`src/rtl/result_mem_reader_if.sv`:
```
// Result read-back bus bundle.
// Groups the result-memory read port and the result output stream.
//   mem_rd_en    read strobe to result memory
//   mem_adr      read address
//   mem_rd_data  read data, valid exactly one cycle after mem_rd_en
//   res_data     current unpacked result
//   res_valid    res_data is valid
//   res_ready    consumer accepts (transfer on valid && ready at a clock edge)
//   res_last     final result of the run
// master: the reader side (drives read requests and the result stream).
// slave : the memory/consumer side.
interface result_mem_reader_if #(
  parameter int ADDR_W = 8,
  parameter int RES_W  = 8,
  parameter int PACK   = 4
);
  logic                    mem_rd_en;
  logic [ADDR_W-1:0]       mem_adr;
  logic [PACK*RES_W-1:0]   mem_rd_data;
  logic [RES_W-1:0]        res_data;
  logic                    res_valid;
  logic                    res_ready;
  logic                    res_last;

  modport master (
    output mem_rd_en,
    output mem_adr,
    input  mem_rd_data,
    output res_data,
    output res_valid,
    input  res_ready,
    output res_last
  );

  modport slave (
    input  mem_rd_en,
    input  mem_adr,
    output mem_rd_data,
    input  res_data,
    input  res_valid,
    output res_ready,
    input  res_last
  );
endinterface

```
`src/rtl/result_mem_reader.sv`:
```
// result_mem_reader
// Reads packed convolution results (PACK results per memory word) back from
// result memory and streams them out one result at a time over valid/ready.
// Ports:
//   clk       rising-edge clock
//   rst       synchronous reset, active-high
//   start     one-cycle launch request, honoured only while idle
//   base_adr  first word address, latched when start is accepted
//   word_cnt  number of words to read, latched when start is accepted
//   bus       result_mem_reader_if.master: memory read port + result stream
//   busy      high whenever a run is in progress (any state but IDLE)
//   done      one-cycle pulse after the final result has transferred
module result_mem_reader #(
  parameter int ADDR_W = 8,
  parameter int RES_W  = 8,
  parameter int PACK   = 4
) (
  input  logic                       clk,
  input  logic                       rst,
  input  logic                       start,
  input  logic [ADDR_W-1:0]          base_adr,
  input  logic [ADDR_W-1:0]          word_cnt,
  result_mem_reader_if.master        bus,
  output logic                       busy,
  output logic                       done
);

  localparam int LANE_W = (PACK > 1) ? $clog2(PACK) : 1;
  localparam int WORD_W = PACK * RES_W;
  localparam logic [LANE_W-1:0] LAST_LANE = LANE_W'(PACK - 1);

  typedef enum logic [1:0] {
    S_IDLE  = 2'd0,
    S_FETCH = 2'd1,
    S_DRAIN = 2'd2,
    S_FIN   = 2'd3
  } state_e;

  state_e              state_q,    state_d;
  logic [ADDR_W-1:0]   base_q,     base_d;
  logic [ADDR_W-1:0]   cnt_q,      cnt_d;
  logic [ADDR_W-1:0]   issued_q,   issued_d;
  logic [ADDR_W-1:0]   popped_q,   popped_d;
  logic [LANE_W-1:0]   lane_q,     lane_d;
  logic                inflight_q, inflight_d;
  logic [1:0]          occ_q,      occ_d;
  logic                wr_ptr_q,   wr_ptr_d;
  logic                rd_ptr_q,   rd_ptr_d;
  logic [WORD_W-1:0]   fifo_q [2];
  logic [WORD_W-1:0]   fifo_d [2];

  logic [WORD_W-1:0]   head_word;
  logic                res_valid_c;
  logic                res_last_c;
  logic                final_word;
  logic                lane_last;
  logic                xfer;
  logic                push;
  logic                pop;
  logic                rd_en_c;
  int                  lane_off;

  always_comb begin
    state_d    = state_q;
    base_d     = base_q;
    cnt_d      = cnt_q;
    issued_d   = issued_q;
    popped_d   = popped_q;
    lane_d     = lane_q;
    occ_d      = occ_q;
    wr_ptr_d   = wr_ptr_q;
    rd_ptr_d   = rd_ptr_q;
    fifo_d     = fifo_q;
    rd_en_c    = 1'b0;
    bus.mem_adr = '0;

    // Output stage: unpack the head word of the FIFO lane by lane
    head_word   = fifo_q[rd_ptr_q];
    lane_off    = int'(lane_q) * RES_W;
    res_valid_c = (occ_q != 2'd0);
    final_word  = (popped_q == (cnt_q - ADDR_W'(1)));
    lane_last   = (lane_q == LAST_LANE);
    res_last_c  = res_valid_c && final_word && lane_last;
    xfer        = res_valid_c && bus.res_ready;
    pop         = xfer && lane_last;
    // Data from the read issued last cycle lands now; a reset clears the
    // in-flight flag so a read launched before reset is dropped.
    push        = inflight_q;

    bus.res_valid = res_valid_c;
    bus.res_last  = res_last_c;
    bus.res_data  = res_valid_c ? head_word[lane_off +: RES_W] : '0;

    if (xfer) begin
      lane_d = lane_last ? '0 : lane_q + 1'b1;
    end
    if (pop) begin
      rd_ptr_d = ~rd_ptr_q;
      popped_d = popped_q + 1'b1;
    end
    if (push) begin
      fifo_d[wr_ptr_q] = bus.mem_rd_data;
      wr_ptr_d         = ~wr_ptr_q;
    end
    unique case ({push, pop})
      2'b10:   occ_d = occ_q + 2'd1;
      2'b01:   occ_d = occ_q - 2'd1;
      default: occ_d = occ_q;
    endcase

    unique case (state_q)
      S_IDLE: begin
        if (start) begin
          base_d   = base_adr;
          cnt_d    = word_cnt;
          issued_d = '0;
          popped_d = '0;
          lane_d   = '0;
          state_d  = (word_cnt == '0) ? S_FIN : S_FETCH;
        end
      end
      S_FETCH: begin
        // Never let buffered plus outstanding words exceed the 2-entry FIFO
        if ((occ_q + {1'b0, inflight_q}) < 2'd2) begin
          rd_en_c     = 1'b1;
          bus.mem_adr = base_q + issued_q;
          issued_d    = issued_q + 1'b1;
          if (issued_q == (cnt_q - ADDR_W'(1))) begin
            state_d = S_DRAIN;
          end
        end
      end
      S_DRAIN: begin
        if (xfer && res_last_c) begin
          state_d = S_FIN;
        end
      end
      S_FIN: begin
        state_d = S_IDLE;
      end
      default: state_d = S_IDLE;
    endcase

    inflight_d    = rd_en_c;
    bus.mem_rd_en = rd_en_c;
    busy          = (state_q != S_IDLE);
    done          = (state_q == S_FIN);
  end

  // Control register stage
  always_ff @(posedge clk) begin
    if (rst) begin
      state_q    <= S_IDLE;
      base_q     <= '0;
      cnt_q      <= '0;
      issued_q   <= '0;
      popped_q   <= '0;
      lane_q     <= '0;
      inflight_q <= 1'b0;
      occ_q      <= 2'd0;
      wr_ptr_q   <= 1'b0;
      rd_ptr_q   <= 1'b0;
    end else begin
      state_q    <= state_d;
      base_q     <= base_d;
      cnt_q      <= cnt_d;
      issued_q   <= issued_d;
      popped_q   <= popped_d;
      lane_q     <= lane_d;
      inflight_q <= inflight_d;
      occ_q      <= occ_d;
      wr_ptr_q   <= wr_ptr_d;
      rd_ptr_q   <= rd_ptr_d;
    end
  end

  // Word storage stage; contents are only observed through occupancy
  always_ff @(posedge clk) begin
    fifo_q <= fifo_d;
  end

endmodule

```
`src/flat_wrapper.sv`:
```
// flat-port wrapper written by rule: the top's interface ports become plain ports
module result_mem_reader_flat 
#(
  parameter int ADDR_W = 8,
  parameter int RES_W  = 8,
  parameter int PACK   = 4
)
  (clk, rst, start, base_adr, word_cnt, busy, done, bus_mem_rd_en, bus_mem_adr, bus_mem_rd_data, bus_res_data, bus_res_valid, bus_res_ready, bus_res_last);
  result_mem_reader_if #(.ADDR_W(ADDR_W), .RES_W(RES_W), .PACK(PACK)) bus_i ();
  input  logic clk;
  input  logic rst;
  input  logic start;
  input  logic [ADDR_W-1:0] base_adr;
  input  logic [ADDR_W-1:0] word_cnt;
  output logic busy;
  output logic done;
  output wire logic [$bits(bus_i.mem_rd_en)-1:0] bus_mem_rd_en;
  output wire logic [$bits(bus_i.mem_adr)-1:0] bus_mem_adr;
  input wire logic [$bits(bus_i.mem_rd_data)-1:0] bus_mem_rd_data;
  output wire logic [$bits(bus_i.res_data)-1:0] bus_res_data;
  output wire logic [$bits(bus_i.res_valid)-1:0] bus_res_valid;
  input wire logic [$bits(bus_i.res_ready)-1:0] bus_res_ready;
  output wire logic [$bits(bus_i.res_last)-1:0] bus_res_last;
  assign bus_mem_rd_en = bus_i.mem_rd_en;
  assign bus_mem_adr = bus_i.mem_adr;
  assign bus_i.mem_rd_data = bus_mem_rd_data;
  assign bus_res_data = bus_i.res_data;
  assign bus_res_valid = bus_i.res_valid;
  assign bus_i.res_ready = bus_res_ready;
  assign bus_res_last = bus_i.res_last;
  result_mem_reader #(.ADDR_W(ADDR_W), .RES_W(RES_W), .PACK(PACK)) u_core (.clk(clk), .rst(rst), .start(start), .base_adr(base_adr), .word_cnt(word_cnt), .bus(bus_i), .busy(busy), .done(done));
endmodule
```
`config.mk`:
```
export PLATFORM = sky130hd
export DESIGN_NAME = result_mem_reader_flat
export DESIGN_NICKNAME = d
export VERILOG_FILES = /design/src/rtl/result_mem_reader_if.sv /design/src/rtl/result_mem_reader.sv /design/src/flat_wrapper.sv
export SDC_FILE = /design/constraint.sdc
export NUM_CORES = 1
export LEC_CHECK = 0
export ABC_AREA = 0
export CAP_MARGIN = 40
export CORE_AREA = 2 2 129 131
export DETAILED_ROUTE_END_ITERATION = 16
export DIE_AREA = 0 0 131 133
export GPL_TIMING_DRIVEN = 0
export PLACE_DENSITY = 0.46
export REMOVE_ABC_BUFFERS = 1
export SETUP_SLACK_MARGIN = 0.15
export SYNTH_ARGS = -nofsm -noshare
export SYNTH_HDL_FRONTEND = slang
export SYNTH_SLANG_ARGS = --single-unit
```
`constraint.sdc`:
```
create_clock -name clk -period 3.57 [get_ports clk]
set_input_delay 0.714 -clock clk [delete_from_list [all_inputs] [get_ports clk]]
set_output_delay 0.714 -clock clk [all_outputs]
set_load 0.03 [all_outputs]
```
==> results of run 1 <==
## routing by layer
layer  vias to the layer above  routed length, microns
met5                         -                       0
met1                      1491                    4600
li1                       1584                       -
met4                         0                     148
met3                        10                     526
met2                        66                    4900
## worst paths after layout
path                                                     from                             end  slack [ps]
worst max-delay path             u_core.cnt_q[0]$_SDFFE_PP0P_                    bus_res_last         210
worst min-delay path            u_core.base_q[5]$_SDFFE_PP0P_   u_core.base_q[5]$_SDFFE_PP0P_         470
worst max register to register   u_core.cnt_q[0]$_SDFFE_PP0P_  u_core.state_q[0]$_SDFFE_PP0P_        1030
worst min register to register  u_core.base_q[5]$_SDFFE_PP0P_   u_core.base_q[5]$_SDFFE_PP0P_         470
## per-stage QoR
stage / power, mW / util (%) / TNS (ps) / hold WS [ps] / instance area, sq um
4_1_cts: 3.54 / 38.4 / 0 / 469 / 6220
3_3_place_gp: 2.50 / 35.9 / -11.4 / 456 / 5810
2_1_floorplan: 2.17 / - / 0 / 434 / 4820
6_report: 3.48 / 38.5 / 0 / 467 / 6220
5_1_grt: 3.70 / 38.5 / 0 / 489 / 6220
3_5_place_dp: 2.54 / 36.6 / 0 / 458 / 5920
## worst max-delay path, stage by stage, from the launching register on
cell           delay, ps
dfxtp_1              440
inv_1                110
ha_1                 250
nor3b_1              160
xnor2_1              270
xor2_1               180
nand4_1              210
nor3_1               230
dlygate4sd2_1        430
## report_power, final
part | total [mW] | switching (mW) | internal (mW)
registers | 1.49 | 0.0757 | 1.42
logic | 1.01 | 0.576 | 0.431
clock network | 0.984 | 0.488 | 0.496
## cell usage in the layout (no fill, tap or decap), types with 2 or more instances in the layout
cell / netlist / final
nor4_1: 3 / 3
a21o_1: 2 / 2
nand2b_1: 2 / 2
xnor2_1: 23 / 23
inv_1: 13 / 13
a21oi_1: 28 / 28
buf_8: 0 / 2
nand3_1: 3 / 3
edfxtp_1: 64 / 64
nand4_1: 8 / 8
inv_6: 0 / 2
o21bai_1: 2 / 2
ha_1: 16 / 16
dlygate4sd2_1: 0 / 2
nor2_4: 1 / 2
clkinv_8: 0 / 2
xor2_1: 21 / 21
nand2_1: 46 / 45
clkdlybuf4s50_1: 0 / 67
nor3_1: 7 / 7
dfxtp_2: 0 / 3
clkbuf_2: 0 / 2
nor2_1: 43 / 42
buf_16: 0 / 2
mux2i_1: 10 / 10
mux4_2: 16 / 16
nor2b_1: 2 / 2
or3_1: 3 / 3
and3_1: 4 / 4
o21ai_0: 6 / 6
dfxtp_1: 41 / 38
clkbuf_16: 0 / 9
## sequential cells by signal, indices dropped and copies added (netlist names)
register,cells
u_core.occ_q,2
u_core.base_q,8
u_core.issued_q,8
u_core.state_q,2
u_core.inflight_q,1
u_core.rd_ptr_q,1
u_core.lane_q,2
u_core.wr_ptr_q,1
u_core.popped_q,8
u_core.cnt_q,8
u_core.fifo_q,64
## cell usage after synthesis, types with 9 or more instances
master / instances
edfxtp_1: 64
nand2_1: 46
nor2_1: 43
dfxtp_1: 41
a21oi_1: 28
xnor2_1: 23
xor2_1: 21
ha_1: 16
mux4_2: 16
inv_1: 13
mux2i_1: 10
clkbuf_1: 9
## cell type report
type	count	area [sq um]	area share [%]
clock inverter	7	77.6	1.25
multi-input combinational	265	2030	32.6
clock buffer	9	225	3.62
inverter	14	52.6	0.844
tap	220	275	4.42
sequential	105	2750	44.1
timing repair buffer	78	815	13.1
## logic make-up (layout without fill, tap and decap cells)
logic type | count (synthesis) | in the layout | share of synthesized area [%]
compound gates | 49 | 49 | 7.14
xor+xnor | 45 | 45 | 8.19
flops | 105 | 105 | 55.9
mux | 27 | 27 | 9.67
simple gates | 127 | 127 | 11.7
buf+inv | 31 | 108 | 2.91
fa+ha+maj | 17 | 17 | 4.49
## repair_timing
item                                    4_1_cts  5_1_grt
endpoints found under the setup margin        8        6
resized for setup                             6        7
pin swaps                                     0        1
setup buffers                                 0        1
==> flow_summary.toml, run 1 <==
[outcome]
outcome = "complete, no violations"

[critical_path]
cp-end-kind = "output port"
cp-start-kind = "register"
required_ps = 2860
criticalPathCategory = "reg -> out"
crit_fanout = 5
r2r_cells = 10
worstPathArrival_ps = 2640

[power_and_ir_drop]
max-vdd-ir-drop_v = 0.000261
total_leakage_power_nw = 2.14
powerDensity_nw_per_um2 = 560

[synthesis]
yosys.area.top_type = "edfxtp_1"
ys.flop_type = "edfxtp_1"
synthDistinctLibCells = 47
syn_inst = 401
async_flop_share_pct = 0
synthTopCellsByArea = "edfxtp_1, dfxtp_1, mux4_2"
ys_warn_count = 0
netlist_area_sq_um = 4910
yosysTopAreaCellShare_pct = 39.2
synth.ff_latch_count = 105
synth_edf_count = 64
synth-seq-area-share_pct = 55.9
avgSynthCellArea_sq_um = 12.2

[global_route]
groute.layer.met3.usage_pct = 3.56
grt_usage_pct = 12.5
grtUsageMet1_pct = 15.9
grt_first_pass_wirelength_mm = 16.5
grt_overflow = 0
gr-max-usage-layer = "met2"
grt_max_degree = 33
grt_pass1_vias = 3185
antenna_found_initial = 0
met2_usage_pct = 20.2

[placement]
io_buffers = 72
detailedPlacementHpwl_mm = 7.38
dpl.cell_count = 681
routabilityCongestion = 0.770
place_ws_ps = 175

[clock_tree]
cts_buffers = 9
clock-sinks = 105
clkLatencyLatePin_ps = 350
hold_buffers = 0
ctsRootBufferMaster = "clkbuf_16"
clockBufferDepth = 2
cts.clk_slew.worst_paths_ps = 70
tritoncts = "yes"
htreeDepth = 3

[timing]
worstMarginPinSlew_ps = 813
setup_viol = 0
min_period_ps = 3360
relSlewSlack_pct = 45.8
skew_ps = 5.87
post-route-period-util_pct = 94.0
final_max_slew_viol_count = 0
fmax_mhz = 298
hold_viol_final = 0
rsz0062_at_grt = "yes"
setup_ws_ps = 215

[die]
start_util_pct = 30.3
rows = 47
die_area_sq_um = 17400
pin_count = 73
coreArea_sq_um = 16200
die_y_microns = 133
fp.dieW_microns = 131

[drt]
wl_per_cell_microns = 14.6
wl_mm = 10.2
via_per_inst = 4.51
drtIter0Drc = 126
antenna_left = 0
dr.pass1.iters = 4
num_vias = 3151
drcViolationCount = 0

[layout]
area_growth_pct = 26.9
drive_gt1_share_pct = 12.3
stdcell_count = 698
n_antenna_cell = 0
fin_nets = 542
num-fill-cells = 1574

[min_path]
hold_path.class = "reg -> reg"
min_path_cells = 2

[run]
maxCapViolCount = 0
No activity file was read; power rests on OpenSTA's default activity.
==> inputs of run 2 (changes only) <==
- SKIP_LAST_GASP: not set -> 1
==> results of run 2 <==
Same layout as run 1: the final DEF is identical, and so are final timing and power.
